File: src/rtl/axi_read_arbiter_if.sv
// Bundles every bus-level signal of the IFU/LSU read arbiter: the two
// upstream read masters, the LSU write-busy flag, the shared downstream
// AXI4-Lite read port and the grant counters.
// Modport "master" is the arbiter's view (it masters the shared port);
// modport "slave" is the surrounding system's view.
interface axi_read_arbiter_if #(
    parameter int unsigned AW = 32,
    parameter int unsigned DW = 32,
    parameter int unsigned CW = 32
);
    // IFU read channel
    logic [AW-1:0] ifu_araddr;
    logic          ifu_arvalid;
    logic          ifu_arready;
    logic [DW-1:0] ifu_rdata;
    logic [1:0]    ifu_rresp;
    logic          ifu_rvalid;
    logic          ifu_rready;

    // LSU read channel
    logic [AW-1:0] lsu_araddr;
    logic          lsu_arvalid;
    logic          lsu_arready;
    logic [DW-1:0] lsu_rdata;
    logic [1:0]    lsu_rresp;
    logic          lsu_rvalid;
    logic          lsu_rready;

    // LSU write path outstanding
    logic          wr_busy;

    // Shared downstream read port
    logic [AW-1:0] s_araddr;
    logic          s_arvalid;
    logic          s_arready;
    logic [DW-1:0] s_rdata;
    logic [1:0]    s_rresp;
    logic          s_rvalid;
    logic          s_rready;

    // Completed-read counters
    logic [CW-1:0] ifu_grants;
    logic [CW-1:0] lsu_grants;

    modport master (
        input  ifu_araddr, ifu_arvalid, ifu_rready,
        output ifu_arready, ifu_rdata, ifu_rresp, ifu_rvalid,
        input  lsu_araddr, lsu_arvalid, lsu_rready,
        output lsu_arready, lsu_rdata, lsu_rresp, lsu_rvalid,
        input  wr_busy,
        output s_araddr, s_arvalid, s_rready,
        input  s_arready, s_rdata, s_rresp, s_rvalid,
        output ifu_grants, lsu_grants
    );

    modport slave (
        output ifu_araddr, ifu_arvalid, ifu_rready,
        input  ifu_arready, ifu_rdata, ifu_rresp, ifu_rvalid,
        output lsu_araddr, lsu_arvalid, lsu_rready,
        input  lsu_arready, lsu_rdata, lsu_rresp, lsu_rvalid,
        output wr_busy,
        input  s_araddr, s_arvalid, s_rready,
        output s_arready, s_rdata, s_rresp, s_rvalid,
        input  ifu_grants, lsu_grants
    );
endinterface

File: src/rtl/axi_read_arbiter.sv
// Transaction-level round-robin arbiter sharing one AXI4-Lite read port
// between the IFU and the LSU. One read outstanding at a time; no new grant
// is issued while the LSU write path is busy so loads never pass a store.
// Counts completed reads per master (wrapping counters).
module axi_read_arbiter #(
    parameter int unsigned AW = 32,
    parameter int unsigned DW = 32,
    parameter int unsigned CW = 32
) (
    input logic               clock,
    input logic               reset,   // asynchronous, active-low
    axi_read_arbiter_if.master bus
);

    typedef enum logic [1:0] {
        IDLE = 2'd0,
        ADDR = 2'd1,
        DATA = 2'd2
    } state_t;

    // grant/last encoding: 0 = IFU, 1 = LSU
    state_t        state_q, state_d;
    logic          grant_q, grant_d;
    logic          last_q,  last_d;
    logic [CW-1:0] ifu_cnt_q, ifu_cnt_d;
    logic [CW-1:0] lsu_cnt_q, lsu_cnt_d;

    // Signals of whichever master currently holds the grant
    logic          sel_arvalid;
    logic [AW-1:0] sel_araddr;
    logic          sel_rready;

    // Mux the granted master's request-side signals
    always_comb begin
        sel_arvalid = bus.ifu_arvalid;
        sel_araddr  = bus.ifu_araddr;
        sel_rready  = bus.ifu_rready;
        if (grant_q) begin
            sel_arvalid = bus.lsu_arvalid;
            sel_araddr  = bus.lsu_araddr;
            sel_rready  = bus.lsu_rready;
        end
    end

    // State, grant and counter registers; reset abandons any transaction
    always_ff @(posedge clock or negedge reset) begin
        if (!reset) begin
            state_q   <= IDLE;
            grant_q   <= 1'b0;
            last_q    <= 1'b1;   // IFU wins the first tie
            ifu_cnt_q <= '0;
            lsu_cnt_q <= '0;
        end else begin
            state_q   <= state_d;
            grant_q   <= grant_d;
            last_q    <= last_d;
            ifu_cnt_q <= ifu_cnt_d;
            lsu_cnt_q <= lsu_cnt_d;
        end
    end

    // Next-state: arbitrate in IDLE, advance on AR and R handshakes
    always_comb begin
        state_d   = state_q;
        grant_d   = grant_q;
        last_d    = last_q;
        ifu_cnt_d = ifu_cnt_q;
        lsu_cnt_d = lsu_cnt_q;
        case (state_q)
            IDLE: begin
                if (!bus.wr_busy && (bus.ifu_arvalid || bus.lsu_arvalid)) begin
                    state_d = ADDR;
                    if (bus.ifu_arvalid && bus.lsu_arvalid) begin
                        grant_d = ~last_q;
                    end else begin
                        grant_d = bus.lsu_arvalid;
                    end
                end
            end
            ADDR: begin
                // A master dropping arvalid here just stalls; no re-arbitration
                if (sel_arvalid && bus.s_arready) begin
                    state_d = DATA;
                end
            end
            DATA: begin
                if (bus.s_rvalid && sel_rready) begin
                    state_d = IDLE;
                    last_d  = grant_q;
                    if (grant_q) begin
                        lsu_cnt_d = lsu_cnt_q + CW'(1);
                    end else begin
                        ifu_cnt_d = ifu_cnt_q + CW'(1);
                    end
                end
            end
            default: begin
                state_d = IDLE;
            end
        endcase
    end

    // Outputs: steer the shared port to/from the granted master only
    always_comb begin
        bus.s_arvalid   = 1'b0;
        bus.s_araddr    = '0;
        bus.s_rready    = 1'b0;
        bus.ifu_arready = 1'b0;
        bus.lsu_arready = 1'b0;
        bus.ifu_rvalid  = 1'b0;
        bus.ifu_rdata   = '0;
        bus.ifu_rresp   = '0;
        bus.lsu_rvalid  = 1'b0;
        bus.lsu_rdata   = '0;
        bus.lsu_rresp   = '0;
        case (state_q)
            ADDR: begin
                bus.s_arvalid = sel_arvalid;
                bus.s_araddr  = sel_araddr;
                if (grant_q) begin
                    bus.lsu_arready = bus.s_arready;
                end else begin
                    bus.ifu_arready = bus.s_arready;
                end
            end
            DATA: begin
                bus.s_rready = sel_rready;
                if (grant_q) begin
                    bus.lsu_rvalid = bus.s_rvalid;
                    bus.lsu_rdata  = bus.s_rdata;
                    bus.lsu_rresp  = bus.s_rresp;
                end else begin
                    bus.ifu_rvalid = bus.s_rvalid;
                    bus.ifu_rdata  = bus.s_rdata;
                    bus.ifu_rresp  = bus.s_rresp;
                end
            end
            default: begin
            end
        endcase
    end

    assign bus.ifu_grants = ifu_cnt_q;
    assign bus.lsu_grants = lsu_cnt_q;

endmodule

File: src/flat_wrapper.sv
// flat-port wrapper written by rule: the top's interface ports become plain ports
module axi_read_arbiter_flat 
#(
    parameter int unsigned AW = 32,
    parameter int unsigned DW = 32,
    parameter int unsigned CW = 32
)
  (clock, reset, bus_ifu_araddr, bus_ifu_arvalid, bus_ifu_rready, bus_ifu_arready, bus_ifu_rdata, bus_ifu_rresp, bus_ifu_rvalid, bus_lsu_araddr, bus_lsu_arvalid, bus_lsu_rready, bus_lsu_arready, bus_lsu_rdata, bus_lsu_rresp, bus_lsu_rvalid, bus_wr_busy, bus_s_araddr, bus_s_arvalid, bus_s_rready, bus_s_arready, bus_s_rdata, bus_s_rresp, bus_s_rvalid, bus_ifu_grants, bus_lsu_grants);
  axi_read_arbiter_if #(.AW(AW), .DW(DW), .CW(CW)) bus_i ();
  input logic clock;
  input logic reset;
  input wire logic [$bits(bus_i.ifu_araddr)-1:0] bus_ifu_araddr;
  input wire logic [$bits(bus_i.ifu_arvalid)-1:0] bus_ifu_arvalid;
  input wire logic [$bits(bus_i.ifu_rready)-1:0] bus_ifu_rready;
  output wire logic [$bits(bus_i.ifu_arready)-1:0] bus_ifu_arready;
  output wire logic [$bits(bus_i.ifu_rdata)-1:0] bus_ifu_rdata;
  output wire logic [$bits(bus_i.ifu_rresp)-1:0] bus_ifu_rresp;
  output wire logic [$bits(bus_i.ifu_rvalid)-1:0] bus_ifu_rvalid;
  input wire logic [$bits(bus_i.lsu_araddr)-1:0] bus_lsu_araddr;
  input wire logic [$bits(bus_i.lsu_arvalid)-1:0] bus_lsu_arvalid;
  input wire logic [$bits(bus_i.lsu_rready)-1:0] bus_lsu_rready;
  output wire logic [$bits(bus_i.lsu_arready)-1:0] bus_lsu_arready;
  output wire logic [$bits(bus_i.lsu_rdata)-1:0] bus_lsu_rdata;
  output wire logic [$bits(bus_i.lsu_rresp)-1:0] bus_lsu_rresp;
  output wire logic [$bits(bus_i.lsu_rvalid)-1:0] bus_lsu_rvalid;
  input wire logic [$bits(bus_i.wr_busy)-1:0] bus_wr_busy;
  output wire logic [$bits(bus_i.s_araddr)-1:0] bus_s_araddr;
  output wire logic [$bits(bus_i.s_arvalid)-1:0] bus_s_arvalid;
  output wire logic [$bits(bus_i.s_rready)-1:0] bus_s_rready;
  input wire logic [$bits(bus_i.s_arready)-1:0] bus_s_arready;
  input wire logic [$bits(bus_i.s_rdata)-1:0] bus_s_rdata;
  input wire logic [$bits(bus_i.s_rresp)-1:0] bus_s_rresp;
  input wire logic [$bits(bus_i.s_rvalid)-1:0] bus_s_rvalid;
  output wire logic [$bits(bus_i.ifu_grants)-1:0] bus_ifu_grants;
  output wire logic [$bits(bus_i.lsu_grants)-1:0] bus_lsu_grants;
  assign bus_i.ifu_araddr = bus_ifu_araddr;
  assign bus_i.ifu_arvalid = bus_ifu_arvalid;
  assign bus_i.ifu_rready = bus_ifu_rready;
  assign bus_ifu_arready = bus_i.ifu_arready;
  assign bus_ifu_rdata = bus_i.ifu_rdata;
  assign bus_ifu_rresp = bus_i.ifu_rresp;
  assign bus_ifu_rvalid = bus_i.ifu_rvalid;
  assign bus_i.lsu_araddr = bus_lsu_araddr;
  assign bus_i.lsu_arvalid = bus_lsu_arvalid;
  assign bus_i.lsu_rready = bus_lsu_rready;
  assign bus_lsu_arready = bus_i.lsu_arready;
  assign bus_lsu_rdata = bus_i.lsu_rdata;
  assign bus_lsu_rresp = bus_i.lsu_rresp;
  assign bus_lsu_rvalid = bus_i.lsu_rvalid;
  assign bus_i.wr_busy = bus_wr_busy;
  assign bus_s_araddr = bus_i.s_araddr;
  assign bus_s_arvalid = bus_i.s_arvalid;
  assign bus_s_rready = bus_i.s_rready;
  assign bus_i.s_arready = bus_s_arready;
  assign bus_i.s_rdata = bus_s_rdata;
  assign bus_i.s_rresp = bus_s_rresp;
  assign bus_i.s_rvalid = bus_s_rvalid;
  assign bus_ifu_grants = bus_i.ifu_grants;
  assign bus_lsu_grants = bus_i.lsu_grants;
  axi_read_arbiter #(.AW(AW), .DW(DW), .CW(CW)) u_core (.clock(clock), .reset(reset), .bus(bus_i));
endmodule
File: config.mk
export PLATFORM = sky130hd
export DESIGN_NAME = axi_read_arbiter_flat
export DESIGN_NICKNAME = d
export VERILOG_FILES = /design/src/rtl/axi_read_arbiter_if.sv /design/src/rtl/axi_read_arbiter.sv /design/src/flat_wrapper.sv
export SDC_FILE = /design/constraint.sdc
export NUM_CORES = 1
export LEC_CHECK = 0
export ABC_CLOCK_PERIOD_IN_PS = 2150
export CAP_MARGIN = 10
export CORE_UTILIZATION = 37
export CTS_BUF_LIST = sky130_fd_sc_hd__clkbuf_4 sky130_fd_sc_hd__clkbuf_8 sky130_fd_sc_hd__clkbuf_16
export DETAILED_ROUTE_END_ITERATION = 10
export PLACE_DENSITY = 0.82
export SYNTH_ARGS = -nofsm -noshare
export SYNTH_HDL_FRONTEND = slang
export SYNTH_SLANG_ARGS = --single-unit
File: constraint.sdc
create_clock -name clock -period 2.15 [get_ports clock]
set_input_delay 0.43 -clock clock [delete_from_list [all_inputs] [get_ports clock]]
set_output_delay 0.43 -clock clock [all_outputs]
set_load 0.005 [all_outputs]
Word level (Yosys, flattened, before mapping)
Index checks and enable logic that the tools add are counted.

Register bits: 68. Input port bits: 107. Output and inout bits: 170. Logic and storage cells: 53.

$add $sub $neg: 2. Equality and inequality tests: 5. Multiplexer cells: 27. Bitwise logic cells: 2. Reductions and logical operators: 12.

Operator list (number): 32-bit 2-to-1 mux (6); 32-bit by 1-bit adder with 32-bit output, second input constant (2); 2-bit 2-to-1 mux (7); 1-bit 2-to-1 mux (13); 3-bit AND reduction (3); 2-bit by 1-bit != test with 1-bit output, second input constant (3); 2-bit case mux with 3 select lines (1); 1-bit logical AND (4); 2-bit AND reduction (2); 2-bit by 1-bit equality test with 1-bit output, second input constant (1); 2-bit equality test, second input constant (1); 2-bit logical NOT (1); 1-bit inverter (2); 1-bit logical NOT (1); 1-bit logical OR (1).

Logic depth before layout (Yosys ltp)
Depth after elaboration: 4. Gate-level depth with buffers: 6. Depth with buffers taken out: 5.

Least setup slack after synthesis
Ideal clock, no wire load.

Kind: input-to-reg. From: in bus_s_rvalid. To: reg u_core.ifu_cnt_q[29], in the netlist u_core.bus.ifu_grants[29]. Setup time: 0.124 ns. Arrival time: 1.651 ns. Data required time: 2.026 ns. Setup slack: 0.375 ns. Cell stages on the path: 5. Buffers on the path: 1. Cell sequence: clkbuf_2 > and4_1 > nand4_1 > or4_1 > xnor2_1.

Cells in the longest elaborated chain, start to end: 2.

RTL lines: start, declared (RTL line flat_wrapper.sv:33) `input wire logic [$bits(bus_i.s_rvalid)-1:0] bus_s_rvalid;`; 1-bit logical AND (RTL line axi_read_arbiter.sv:87) `if (bus.s_rvalid && sel_rready) begin`; 3-bit AND reduction (no line); end signal, assigned (RTL line axi_read_arbiter.sv:57) `ifu_cnt_q <= ifu_cnt_d;`; end, declared (RTL line axi_read_arbiter.sv:25) `logic [CW-1:0] ifu_cnt_q, ifu_cnt_d;`.

No other way between the ends. A chain may end at the register's enable or synchronous reset.

Worst setup path in the final report
From: reg u_core.state_q[0]. To: out bus_ifu_rvalid.

Cells in the longest elaborated chain, start to end: 2.

RTL lines: start, declared (RTL line axi_read_arbiter.sv:22) `state_t state_q, state_d;`; start signal, assigned (RTL line axi_read_arbiter.sv:54) `state_q <= state_d;`; 2-bit equality test (RTL line axi_read_arbiter.sv:116) `case (state_q)`; 1-bit 2-to-1 mux (RTL line axi_read_arbiter.sv:116); end, declared (RTL line flat_wrapper.sv:18) `output wire logic [$bits(bus_i.ifu_rvalid)-1:0] bus_ifu_rvalid;`.

No other way between the ends.

==> reports/results.ini <==
[run_status]
outcome = finished, violations left
violations = negative setup slack

[clock_tree]
cts_sinks = 68
hold_buffers = 0
cts_htree_levels = 3
clock_path_buffers = 2
root_buffer = clkbuf_16
cts_buffers = 9
clkTransAtPathRegs_ps = 60
cts_tree = built
clkLatencyLatePin_ps = 330

[worst_setup_path]
end_kind = output pin
ff2ff_setup_slack_ps = 140
worstSetupStartpoint = u_core.state_q[0]
worstPathMaxFanout = 35
arrival_ps = 1830
r2r-end = u_core.bus.ifu_grants[18]
r2r_start = u_core.grant_q
path_class = reg -> out
cp-start-kind = flip-flop
cp_data_required_time_ps = 1720
ff2ff_path_depth = 8

[synth]
synth-seq-area-share_pct = 40.4
synth_ff_type = dfrtp_1
syn_area_um2 = 4220
syn_nets = 560
ys_ff_latch = 68
synth_edf_count = 0
synth.distinct_cells = 38
synth_area_per_cell_um2 = 9.35
synthArstFlopShare_pct = 100
yosysWarnings = 0
syn_inst = 451

[floorplanning]
coreArea_um2 = 11000
dieHeight_um = 109
die_w_um = 109
fp-row-count = 38
ios = 277
fp.dieArea_um2 = 11800
initial_core_util_pct = 38.4

[global_route]
track_usage_pct = 27.2
grt_pass1_wl_um = 24400
first_global_vias = 4645
grt-ovfl-total = 0
grt_max_degree = 41
antenna_found_initial = 0

[timing]
relSlewSlack_pct = 53.8
hold_viol = 0
min_period_ps = 2260
tns_ps = -466
timing.final.crit_share_pct = 105
fin_worst_skew_ps = 4.75
drv_slew = 0
rsz0062_at_grt = yes
setup_viol = 6
finalWorstSetupSlack_ps = -111
tightest_slew_ps = 693
max_freq_ghz = 0.442

[detailed_routing]
via_count = 4594
drt-pass1-iter-count = 4
antenna_left = 0
wl_met2_um = 8390
wl_met3_um = 1150
drt_iter0_drc = 306
via_per_inst = 5.00
wire_per_inst_um = 17.7
drc_errors = 0
wl_um = 16300
wl_met1_um = 6260
top_layer = met4

[worst_hold_path]
hold_path.class = in -> async

[placement]
hpwl_um = 12400
place_ws_ps = -143
port_buffers = 276
gp_congestion = 0.917
placed_area_um2 = 7320

[power_and_ir_drop]
p_int_uw = 3690
ir_worst_vdd_v = 0.000452
p_switching_uw = 1650
p_seq_share_pct = 27.2
p_per_area_nw_per_um2 = 674
clkPwrFrac_pct = 28.4
total_leakage_power_uw = 0.00418
combPwrFrac_pct = 44.4
switching_share_pct = 30.9

[final_layout]
mostFrequentLayoutCell = clkdlybuf4s50_1
final_cell_mix = clkdlybuf4s50_1, and2_1, dfrtp_1
fillers = 808
syn_to_final_growth_pct = 88.0
antenna_cells = 0
utilization_pct = 72.2
nets = 882
finalInstanceArea_um2 = 7930
drive_gt1_share_pct = 16.1

[flow_run]
max_cap_violations = 0

-- layout make-up --
type,instances,area (µm²),area share [%]
clock buffers,11,253,3.19
clock inverters,5,60.1,0.758
inverters,5,18.8,0.237
multi-input cells,358,2470,31.2
flip-flops and latches,68,1710,21.5
well taps,140,175,2.21
repair buffers,331,3240,40.9
-- worst max path at each step --
stage,endpoint,slack [ps]
after floorplan,bus_s_araddr[23],370
after CTS,bus_lsu_rdata[8],-220
after global placement,u_core.bus.lsu_grants[31],-90
after detailed placement,u_core.bus.lsu_grants[31],-140
after global routing,bus_ifu_rvalid,-190
final,bus_ifu_rvalid,-110
-- registers in the layout, indices dropped and copies added (netlist names) --
| signal | cells |
|---|---|
| u_core.grant_q | 1 |
| u_core.state_q | 2 |
| u_core.bus.lsu_grants | 32 |
| u_core.bus.ifu_grants | 32 |
| u_core.last_q | 1 |
-- cells in the mapped netlist, types with 3 or more instances --
master / number / area (µm²)
nor4_1: 6 / 37.5
nor3_1: 13 / 65.1
nand4_1: 24 / 150
xor2_1: 25 / 219
and3_1: 7 / 43.8
mux2i_1: 32 / 320
clkbuf_1: 12 / 45.0
and4_2: 5 / 50.1
nand2b_1: 3 / 18.8
nand3_1: 25 / 125
mux2_2: 3 / 33.8
nand2_1: 24 / 90.1
inv_1: 5 / 18.8
o21ai_0: 4 / 20.0
nor2_1: 43 / 161
and4_1: 8 / 70.1
xnor2_1: 37 / 324
and2_1: 80 / 500
dfrtp_1: 67 / 1680
buf_2: 5 / 25.0
-- power groups by stage --
stage,combinational [µW],clock (µW),sequential [µW]
after floorplan,874,0,1450
after global placement,2220,0,1460
after detailed placement,2260,0,1460
after CTS,2240,1550,1450
after global routing,2530,1610,1470
final,2370,1520,1450
-- kinds of logic (layout without fill, tap and decap cells) --
family	after synthesis	count (layout)	synth area share (%)
simple gates	252	252	34.2
flops	68	68	40.4
xor+xnor	62	62	12.9
mux	35	35	8.40
buf+inv	25	352	2.64
compound gates	7	7	0.890
fa+ha+maj	2	2	0.593
-- timing repair --
item | in CTS | in global routing
resized for setup | 111 | 95
pin swaps | 1 | 2
cloned | 3 | 0
buffers inserted | 14 | 11
endpoints found under the setup margin | 106 | 53
-- worst max-delay path, stage by stage, from the launching register on --
cell and delay (ps):
dfrtp_1 390, nand2b_4 180, nor2_4 110, buf_12 170
and2_1 150, clkdlybuf4s50_1 510
-- routing by layer --
metal | global-route usage, % | vias to the layer above
met5 | 0 | -
met1 | 31.3 | 2170
met4 | 11.1 | 0
met3 | 7.77 | 38
li1 | - | 2203
met2 | 47.1 | 183
-- per-stage QoR --
stage / hold WS (ps) / instances / total power [µW]
detailed placement: 464 / 877 / 3730
global route: 196 / 918 / 5610
floorplan: 134 / 451 / 2320
CTS: 157 / 910 / 5240
finish: 145 / 918 / 5340
global placement: 461 / 877 / 3680
No activity file was read; power rests on OpenSTA's default activity.
